==> config.mk <==
export PLATFORM = sky130hd
export DESIGN_NAME = mac_stream_driver_flat
export DESIGN_NICKNAME = d
export VERILOG_FILES = /design/src/rtl/mac_stream_driver_pkg.sv /design/src/rtl/mac_stream_driver_if.sv /design/src/rtl/mac_stream_driver_result_fifo.sv /design/src/rtl/mac_stream_driver.sv /design/src/flat_wrapper.sv
export SDC_FILE = /design/constraint.sdc
export NUM_CORES = 1
export LEC_CHECK = 0
export ABC_AREA = 1
export CAP_MARGIN = 5
export CORE_MARGIN = 8
export CORE_UTILIZATION = 45
export CTS_CLUSTER_SIZE = 16
export DETAILED_ROUTE_END_ITERATION = 7
export PLACE_DENSITY = 0.74
export SLEW_MARGIN = 5
export SYNTH_ARGS = -nofsm -noshare
export SYNTH_HDL_FRONTEND = slang
export SYNTH_SLANG_ARGS = --single-unit
==> constraint.sdc <==
create_clock -name clk -period 9.5 [get_ports clk]
set_input_delay 1.425 -clock clk [delete_from_list [all_inputs] [get_ports clk]]
set_output_delay 1.425 -clock clk [all_outputs]
set_load 0.005 [all_outputs]
==> src/rtl/mac_stream_driver_pkg.sv <==
// Shared constants, cfg field positions and FSM states
// for the mac_cluster stream driver.
package mac_stream_driver_pkg;

  localparam int MAC_CONF_WIDTH = 4;
  localparam int MAC_MIN_WIDTH  = 8;
  localparam int MAC_ACC_WIDTH  = 4 * MAC_MIN_WIDTH;
  localparam int MAC_LATENCY    = 2;
  localparam int RES_DEPTH_DEF  = 4;

  localparam int OPW  = 4 * MAC_MIN_WIDTH;
  localparam int OUTW = 4 * MAC_ACC_WIDTH;
  localparam int CFGW = OUTW + MAC_CONF_WIDTH;
  localparam int TAGS = MAC_LATENCY + 1;
  localparam int CNTW = $clog2(TAGS + 1);

  localparam logic [1:0] MAC_SINGLE = 2'd0;
  localparam logic [1:0] MAC_DUAL   = 2'd1;
  localparam logic [1:0] MAC_QUAD   = 2'd2;

  localparam int CFG_ACC    = 2;
  localparam int CFG_SIGNED = 3;

  typedef enum logic [1:0] {
    IDLE = 2'd0,
    LOAD = 2'd1,
    RUN  = 2'd2
  } state_e;

  function automatic logic [CNTW-1:0] popcnt(
    input logic [TAGS-1:0] v
  );
    logic [CNTW-1:0] n;
    n = '0;
    for (int i = 0; i < TAGS; i++) begin
      n = n + CNTW'(v[i]);
    end
    return n;
  endfunction

endpackage

==> src/rtl/mac_stream_driver_if.sv <==
// Config/operand/result streams plus the cluster-side
// bus, bundled for the driver (slave) and its user (master).
interface mac_stream_driver_if;
  import mac_stream_driver_pkg::*;

  logic            cfg_valid;
  logic            cfg_ready;
  logic [CFGW-1:0] cfg_data;

  logic            op_valid;
  logic            op_ready;
  logic [OPW-1:0]  op_a;
  logic [OPW-1:0]  op_b;
  logic            op_last;

  logic            mac_cset;
  logic            mac_en;
  logic [OPW-1:0]  mac_a;
  logic [OPW-1:0]  mac_b;
  logic [CFGW-1:0] mac_cfg;
  logic [OUTW-1:0] mac_out;

  logic            res_valid;
  logic            res_ready;
  logic [OUTW-1:0] res_data;
  logic            busy;

  modport master (
    output cfg_valid, cfg_data,
    output op_valid, op_a, op_b, op_last,
    output res_ready, mac_out,
    input  cfg_ready, op_ready,
    input  mac_cset, mac_en, mac_a, mac_b, mac_cfg,
    input  res_valid, res_data, busy
  );

  modport slave (
    input  cfg_valid, cfg_data,
    input  op_valid, op_a, op_b, op_last,
    input  res_ready, mac_out,
    output cfg_ready, op_ready,
    output mac_cset, mac_en, mac_a, mac_b, mac_cfg,
    output res_valid, res_data, busy
  );

endinterface

==> src/rtl/mac_stream_driver_result_fifo.sv <==
// Result FIFO: output read from storage registers, so a
// push is never visible in the same cycle it is written.
module mac_stream_driver_result_fifo #(
  parameter int W     = 32,
  parameter int DEPTH = 4
) (
  input  logic                    clk,
  input  logic                    rst,
  input  logic                    push_i,
  input  logic [W-1:0]            data_i,
  input  logic                    pop_i,
  output logic                    valid_o,
  output logic [W-1:0]            data_o,
  output logic [$clog2(DEPTH):0]  count_o
);

  localparam int AW = $clog2(DEPTH);
  localparam int CW = AW + 1;

  logic [W-1:0]  mem_q [DEPTH];
  logic [AW-1:0] wr_q;
  logic [AW-1:0] rd_q;
  logic [CW-1:0] cnt_q;
  logic          do_pop;

  assign do_pop  = pop_i & (cnt_q != '0);
  assign valid_o = (cnt_q != '0);
  assign data_o  = mem_q[rd_q];
  assign count_o = cnt_q;

  // Push into a full FIFO only coincides with a pop, and
  // then lands in the slot being vacated.
  always_ff @(posedge clk) begin
    if (rst) begin
      wr_q  <= '0;
      rd_q  <= '0;
      cnt_q <= '0;
    end else begin
      if (push_i) begin
        mem_q[wr_q] <= data_i;
        wr_q        <= wr_q + AW'(1);
      end
      if (do_pop) begin
        rd_q <= rd_q + AW'(1);
      end
      cnt_q <= cnt_q + CW'(push_i) - CW'(do_pop);
    end
  end

endmodule

==> src/rtl/mac_stream_driver.sv <==
// Sequences cset/operands into one mac_cluster and queues
// results of beats tagged last once the pipeline delivers them.
module mac_stream_driver
  import mac_stream_driver_pkg::*;
#(
  parameter int RES_DEPTH = RES_DEPTH_DEF
) (
  input logic               clk,
  input logic               rst,
  mac_stream_driver_if.slave bus
);

  localparam int FCW = $clog2(RES_DEPTH) + 1;

  state_e          state_q;
  logic [TAGS-1:0] vpipe_q;
  logic [TAGS-1:0] lpipe_q;
  logic            mac_cset_q;
  logic            mac_en_q;
  logic [OPW-1:0]  mac_a_q;
  logic [OPW-1:0]  mac_b_q;
  logic [CFGW-1:0] mac_cfg_q;

  logic [CNTW-1:0] inflight;
  logic [CNTW-1:0] inflight_last;
  logic [FCW-1:0]  fifo_cnt;
  logic            credit_ok;
  logic            cfg_fire;
  logic            op_fire;
  logic            fifo_push;
  logic            fifo_pop;

  assign inflight      = popcnt(vpipe_q);
  assign inflight_last = popcnt(lpipe_q);
  assign credit_ok     =
    (int'(fifo_cnt) + int'(inflight_last)) < RES_DEPTH;

  // Pending cfg blocks operands so the pipe can drain.
  always_comb begin
    bus.cfg_ready = 1'b0;
    bus.op_ready  = 1'b0;
    if (!rst) begin
      unique case (state_q)
        IDLE: bus.cfg_ready = 1'b1;
        RUN: begin
          bus.cfg_ready = (inflight == '0);
          bus.op_ready  = ~bus.cfg_valid & credit_ok;
        end
        default: ;
      endcase
    end
  end

  assign cfg_fire  = bus.cfg_valid & bus.cfg_ready;
  assign op_fire   = bus.op_valid & bus.op_ready;
  assign fifo_push = lpipe_q[TAGS-1];
  assign fifo_pop  = bus.res_valid & bus.res_ready;

  always_ff @(posedge clk) begin
    if (rst) begin
      state_q    <= IDLE;
      vpipe_q    <= '0;
      lpipe_q    <= '0;
      mac_cset_q <= 1'b0;
      mac_en_q   <= 1'b0;
      mac_a_q    <= '0;
      mac_b_q    <= '0;
      mac_cfg_q  <= '0;
    end else begin
      mac_en_q   <= 1'b1;
      mac_cset_q <= cfg_fire;
      mac_a_q    <= op_fire ? bus.op_a : '0;
      mac_b_q    <= op_fire ? bus.op_b : '0;
      if (cfg_fire) begin
        mac_cfg_q <= bus.cfg_data;
      end
      vpipe_q <= {vpipe_q[TAGS-2:0], op_fire};
      lpipe_q <= {lpipe_q[TAGS-2:0], op_fire & bus.op_last};
      unique case (state_q)
        IDLE:    if (cfg_fire) state_q <= LOAD;
        LOAD:    state_q <= RUN;
        RUN:     if (cfg_fire) state_q <= LOAD;
        default: state_q <= IDLE;
      endcase
    end
  end

  assign bus.mac_cset = mac_cset_q;
  assign bus.mac_en   = mac_en_q;
  assign bus.mac_a    = mac_a_q;
  assign bus.mac_b    = mac_b_q;
  assign bus.mac_cfg  = mac_cfg_q;
  assign bus.busy     = (|vpipe_q) | (fifo_cnt != '0);

  mac_stream_driver_result_fifo #(
    .W     (OUTW),
    .DEPTH (RES_DEPTH)
  ) u_fifo (
    .clk     (clk),
    .rst     (rst),
    .push_i  (fifo_push),
    .data_i  (bus.mac_out),
    .pop_i   (fifo_pop),
    .valid_o (bus.res_valid),
    .data_o  (bus.res_data),
    .count_o (fifo_cnt)
  );

endmodule

==> src/flat_wrapper.sv <==
// flat-port wrapper written by rule: the top's interface ports become plain ports
module mac_stream_driver_flat import mac_stream_driver_pkg::*;
#(
  parameter int RES_DEPTH = RES_DEPTH_DEF
)
  (clk, rst, bus_cfg_valid, bus_cfg_data, bus_op_valid, bus_op_a, bus_op_b, bus_op_last, bus_res_ready, bus_mac_out, bus_cfg_ready, bus_op_ready, bus_mac_cset, bus_mac_en, bus_mac_a, bus_mac_b, bus_mac_cfg, bus_res_valid, bus_res_data, bus_busy);
  mac_stream_driver_if bus_i ();
  input logic clk;
  input logic rst;
  input wire logic [$bits(bus_i.cfg_valid)-1:0] bus_cfg_valid;
  input wire logic [$bits(bus_i.cfg_data)-1:0] bus_cfg_data;
  input wire logic [$bits(bus_i.op_valid)-1:0] bus_op_valid;
  input wire logic [$bits(bus_i.op_a)-1:0] bus_op_a;
  input wire logic [$bits(bus_i.op_b)-1:0] bus_op_b;
  input wire logic [$bits(bus_i.op_last)-1:0] bus_op_last;
  input wire logic [$bits(bus_i.res_ready)-1:0] bus_res_ready;
  input wire logic [$bits(bus_i.mac_out)-1:0] bus_mac_out;
  output wire logic [$bits(bus_i.cfg_ready)-1:0] bus_cfg_ready;
  output wire logic [$bits(bus_i.op_ready)-1:0] bus_op_ready;
  output wire logic [$bits(bus_i.mac_cset)-1:0] bus_mac_cset;
  output wire logic [$bits(bus_i.mac_en)-1:0] bus_mac_en;
  output wire logic [$bits(bus_i.mac_a)-1:0] bus_mac_a;
  output wire logic [$bits(bus_i.mac_b)-1:0] bus_mac_b;
  output wire logic [$bits(bus_i.mac_cfg)-1:0] bus_mac_cfg;
  output wire logic [$bits(bus_i.res_valid)-1:0] bus_res_valid;
  output wire logic [$bits(bus_i.res_data)-1:0] bus_res_data;
  output wire logic [$bits(bus_i.busy)-1:0] bus_busy;
  assign bus_i.cfg_valid = bus_cfg_valid;
  assign bus_i.cfg_data = bus_cfg_data;
  assign bus_i.op_valid = bus_op_valid;
  assign bus_i.op_a = bus_op_a;
  assign bus_i.op_b = bus_op_b;
  assign bus_i.op_last = bus_op_last;
  assign bus_i.res_ready = bus_res_ready;
  assign bus_i.mac_out = bus_mac_out;
  assign bus_cfg_ready = bus_i.cfg_ready;
  assign bus_op_ready = bus_i.op_ready;
  assign bus_mac_cset = bus_i.mac_cset;
  assign bus_mac_en = bus_i.mac_en;
  assign bus_mac_a = bus_i.mac_a;
  assign bus_mac_b = bus_i.mac_b;
  assign bus_mac_cfg = bus_i.mac_cfg;
  assign bus_res_valid = bus_i.res_valid;
  assign bus_res_data = bus_i.res_data;
  assign bus_busy = bus_i.busy;
  mac_stream_driver #(.RES_DEPTH(RES_DEPTH)) u_core (.clk(clk), .rst(rst), .bus(bus_i));
endmodule
Word level (Yosys, flattened, before mapping)
Memories as Yosys holds them, arrays and structs flattened. A register that Yosys moved wholly into a read port is not among the register bits.
Cells that the tools add are included.
W data, S select, Z words.
{"block": "classes", "add_sub_neg": 9, "mul": 0, "n_div": 0, "n_lt_le_gt_ge": 1, "eq_ne": 3, "shift": 0, "muxes": 12, "bitwise": 9, "n_reduce_logical": 6}
{"op": "$lt A32 B4 Y1 const B", "n": 1}
{"op": "$mux W1", "n": 7}
{"op": "$and A1 B1 Y1", "n": 6}
{"op": "$mux W2", "n": 3}
{"op": "$add A1 B1 Y2", "n": 2}
{"op": "$add A2 B1 Y2", "n": 2}
{"op": "$add A2 B1 Y2 const B", "n": 2}
{"op": "$add A3 B2 Y4", "n": 1}
{"op": "$logic_not A2 Y1", "n": 2}
{"op": "$pmux W2 S2", "n": 1}
{"op": "$reduce_or A2 Y1", "n": 2}
{"op": "$add A3 B1 Y3", "n": 1}
{"op": "$reduce_bool A3 Y1", "n": 1}
{"op": "$reduce_or A3 Y1", "n": 1}
{"op": "$sub A3 B1 Y3", "n": 1}
{"op": "$eq A2 B1 Y1 const B", "n": 1}
{"op": "$eq A2 B2 Y1 const B", "n": 1}
{"op": "$ne A2 B1 Y1 const B", "n": 1}
{"op": "$not A1 Y1", "n": 2}
{"op": "$pmux W1 S2", "n": 1}
{"op": "$or A1 B1 Y1", "n": 1}
{"block": "word_totals", "regBits": 213, "latch_bits": 0, "mem_bits_rw": 512, "rom_bits": 0, "inputBits": 330, "out_inout_bits": 330, "wordCells": 52, "n_memories": 1}
{"memory": "u_core.u_fifo.mem_q", "words": 4, "word_bits": 128, "rd": 1, "rd_ports_with_merged_regs": 1, "write_ports": 1, "line": "mac_stream_driver_result_fifo.sv:20", "rtl": "logic [W-1:0] mem_q [DEPTH];"}

Depth between registers and ports, before layout
{"block": "depth", "word_depth": 10, "depth_mapped": 12, "depth_no_buf": 12}

Modules after synthesis
A second synthesis with hierarchy kept.
{"block": "hier_totals", "cells_unflattened": 2386, "hier_area_um2": 27716.6}
{"module": "mac_stream_driver_result_fifo", "instances": 1, "cells_each": 1300, "area_per_inst_um2": 19817.8, "seq_area_each_um2": 15554.9}
{"module": "mac_stream_driver", "instances": 1, "cells_each": 1086, "area_per_inst_um2": 7898.8, "seq_area_each_um2": 4124.0}

Least setup slack after synthesis
No wires, ideal clock.
{"block": "synth_path", "path_kind": "input port to flip-flop", "from": "input port rst", "to": "memory u_core.u_fifo.mem_q[0][0] (netlist name) (enable)", "arrival_ps": 7206, "required_ps": 8883, "setup_slack_ps": 1677, "stages": 5, "n_path_buf": 2, "path_cell_list": "buf_6 > inv_1 > buf_2 > nand2_1 > nor2_1"}
{"block": "synth_between", "elab_chain_cells": 2}
{"item": "start, declared", "line": "flat_wrapper.sv:9", "rtl": "input logic rst;"}
{"item": "$mux W1", "line": "mac_stream_driver_result_fifo.sv:34", "rtl": "if (rst) begin"}
{"item": "$mux W1 (not written as such)", "line": "mac_stream_driver_result_fifo.sv:40", "rtl": "mem_q[wr_q] <= data_i;"}
{"item": "end, declared", "line": "mac_stream_driver_result_fifo.sv:20"}
No other way between the ends.

==> impl_results.md <==
* Outcome: finished clean
* Warning count from the yosys run at 0
* CTS buffer count at 76
* Combinational power share at slightly below 20%
* Fillers at about 4500
* Slowest cell delay on critical path at about 0.9 ns
* Slowest CP cell: buf_4
* Post-route ant nets at 0
* Synth-to-layout area growth at 35.9%
* Setup_tns at 0 ns
* Clock group share of total power at 37.3%
* Final nets at ~3300
* Final worst slack at roughly 3.8 ns
* Pwr/cell area at about 220 nW/um^2
* Seq. cell area at between 15000 and 20000 um^2
* Fmax at approximately 180 MHz
* Final min period at 5.68 ns
* Setup bufs post-CTS at 0
* Area of the multi-input gates at approximately 5700 um^2
* Worst-Skew Late Latency at just over 0.6 ns
* Buf/Inv on CP at 3
* GRT Overall Usage at approximately 22%
* HPWL after DPL at 52000 um
* Switching Fraction at between 20% and 30%
* Worst Skew at ~0.034 ns
* Net Sw Power at between 2 and 2.5 mW
* Sequential-to-total area share from yosys stat at around three quarters
* Final Cycle Share at between 50% and 60%
* Largest net degree at the start of global routing at 158
* Pre-CTS setup slack at between 4 and 5 ns
* PortBufs at around 660
* Site row count at roughly 90
* Root buffer cell: clkbuf_16
* Grt total ovfl at 0
* Drt via density at a little over 5
* CTS tree: built
* Maximum vdd drop at approximately 190 uV
* Required time worst endpoint at roughly 8 ns
* WL/cell at about 21 um
* Post-synth top area cell: edfxtp_1
* Die H at ~260 um
* Setup violators final at 0
* Top Ports at 660
* CP delay by family, top: buffers and inverters
* Critical-path cell list: inv_6, buf_4, o21ai_0, o22ai_1, clkdlybuf4s50_1
* CTS Sinks at approximately 730
* CP Class: flop to output port
* DRT Pass-1 Iters at 7
* Final WL at about 79000 um
* Clk slew on worst S/H paths at approximately 0.06 ns
* Layout cell share with drive strength beyond 1 at 4.59%
* Slew margin rel. at about a quarter
* First-pass GRT wire length at approximately 120000 um
* Via count at between 15000 and 20000
* Synthesized area at 26900 um^2
* Critical Path Sink Type: output port
* Nature of the critical path startpoint: flop
* Slew Limit Fails at 0
* Initial antenna violation count at 28
* Cell Int Power at 6.00 mW
* Top-area cell type share of the netlist area at approximately 57%
* Worst EP arrival at between 4 and 5 ns
* Post-Synthesis Cells at roughly 2400
* Maximum buffer depth of the clock tree at 3
* Die area at a little under 70000 um^2
* P_leak at approximately 14 nW
* Final Hold Vio Count at 0
* Max Cap Violations at 0
* Residual DRC at 0
* Main area contributors after synthesis: edfxtp_1, dfxtp_1, nor2_1, o21ai_0, nand2_1
* Starting Density at between 40% and 50%
* Synthesized net count at roughly 2700
* Core area at just under 60000 um^2
* RSZ-0062 raised after global routing: no
* Number of global-route vias before repair at 19100
* Count of cell types in the netlist at 23
* Number of H-tree levels at 3
* Mapped Avg Cell Area at approximately 11 um^2
* DRT iter0 DRCs at approximately 1800
* Yosys reg bits at a little over 700
* Crit-path max FO at about 160
* Hold Crit Class: flop to flop
* Hold buffer count at cts at 0
* Worst-margin pin slew at ~1.1 ns
* GP Congestion at roughly 0.85
* Flop pwr share at 43.3%
* Die Wd at about 260 um
* CTS resizes at 0
[power groups by stage]
stage,Sequential (mW),Clock [mW],Combinational [mW]
floorplan,3.54,0,0.687
global placement,3.57,0,1.54
detailed placement,3.58,0,1.58
CTS,3.51,3.08,1.59
global route,3.52,3.21,1.72
finish,3.51,3.03,1.58
[worst register-to-register path, delay by kind of cell (launching register included)]
family,cells,cell delay (ns)
buffers and inverters,1,0.72
adders and majority gates,1,0.48
and+or+nand+nor,3,1.24
DFF,1,0.34
AOI/OAI and AO/OA,1,0.25
[state kept, by name (all words and copies together) (netlist names), 2 cells and up, named ones only]
| name | count |
|---|---|
| u_core.state_q | 2 |
| u_core.lpipe_q | 3 |
| u_core.bus.mac_a | 32 |
| u_core.u_fifo.rd_q | 2 |
| u_core.vpipe_q | 3 |
| u_core.bus.mac_cfg | 132 |
| u_core.bus.mac_b | 32 |
| u_core.u_fifo.mem_q | 512 |
| u_core.u_fifo.count_o | 3 |
| u_core.u_fifo.wr_q | 2 |
[cell type report]
type                       count  area share, %
antenna                       24          0.164
sequential                   727           53.9
tap                          773           2.65
timing repair buffer         673           18.4
clock inverter                43           1.38
clock buffer                  94           5.65
multi-input combinational   1290           15.5
inverter                     223           2.32
[kinds of logic after synthesis]
group	Yosys count	synth area share [%]
fa+ha+maj	10	0.549
xor+xnor	2	0.0652
compound gates	394	7.93
flops	727	73.2
buf+inv	359	5.83
simple gates	884	12.4
[cell usage in the layout (no fill, tap or decap)]
master,Yosys,routed
a21oi_1,5,5
buf_12,0,3
buf_4,9,11
bufinv_16,0,9
clkbuf_1,57,12
clkbuf_16,0,79
clkbuf_8,0,3
clkdlybuf4s50_1,0,659
clkinv_1,0,13
clkinv_16,0,2
clkinv_2,0,14
clkinv_4,0,1
clkinvlp_4,0,1
dfxtp_1,215,213
dfxtp_4,0,2
diode_2,0,24
edfxtp_1,512,512
fa_1,3,3
ha_1,7,7
inv_1,221,219
inv_16,0,1
inv_2,2,1
inv_4,0,2
inv_6,0,3
nand2_1,277,276
nand2_2,0,1
nand3_1,1,1
nand3_4,0,1
nor2_1,602,598
nor2_2,2,2
nor2_4,0,4
nor3_1,1,1
o21ai_0,259,259
o21ai_1,2,2
o22ai_1,128,128
xnor2_1,1,1
xor2_1,1,1
[per-stage QoR]
step / cells / total power, mW / hold slack, ns / utilization, % / area, um^2
after floorplan: 2376 / 4.22 / 0.403 / - / 26900
after CTS: 3823 / 8.19 / 0.433 / 61.8 / 36500
after global placement: 3686 / 5.12 / 0.422 / 57.5 / 33900
after detailed placement: 3686 / 5.15 / 0.420 / 57.5 / 33900
after global routing: 3844 / 8.45 / 0.495 / 61.9 / 36500
final: 3847 / 8.12 / 0.432 / 61.9 / 36500
[synth_stat cells (all sizes together)]
master,count
inv,223
ha,7
buf,79
nor2,604
dfxtp,215
nand2,277
nand3,2
nor3,1
xor2,1
o21ai,261
o22ai,128
fa,3
xnor2,1
edfxtp,512
clkbuf,57
a21oi,5
[path summary, 6_finish.rpt]
check | end | start | cells past startpoint | slack [ns]
setup / recovery | bus_res_data[117] | flop | 5 | 3.82
hold / removal | u_core.lpipe_q[2] | u_core.lpipe_q[1] | 2 | 0.43
setup reg to reg | u_core.bus.mac_cfg[111] | u_core.vpipe_q[0] | 6 | 6.31
hold reg to reg | u_core.lpipe_q[2] | u_core.lpipe_q[1] | 2 | 0.43
[routing by layer]
metal / routed length (um) / share of wire, % / global-route usage (%)
met1: 29900 / 38 / 26.7
met2: 39700 / 50 / 37.4
met3: 6550 / 8.3 / 5.79
met4: 2840 / 3.6 / 10.3
met5: 68 / 0.086 / 0
Note: power is estimated with default switching activity, not from simulation.
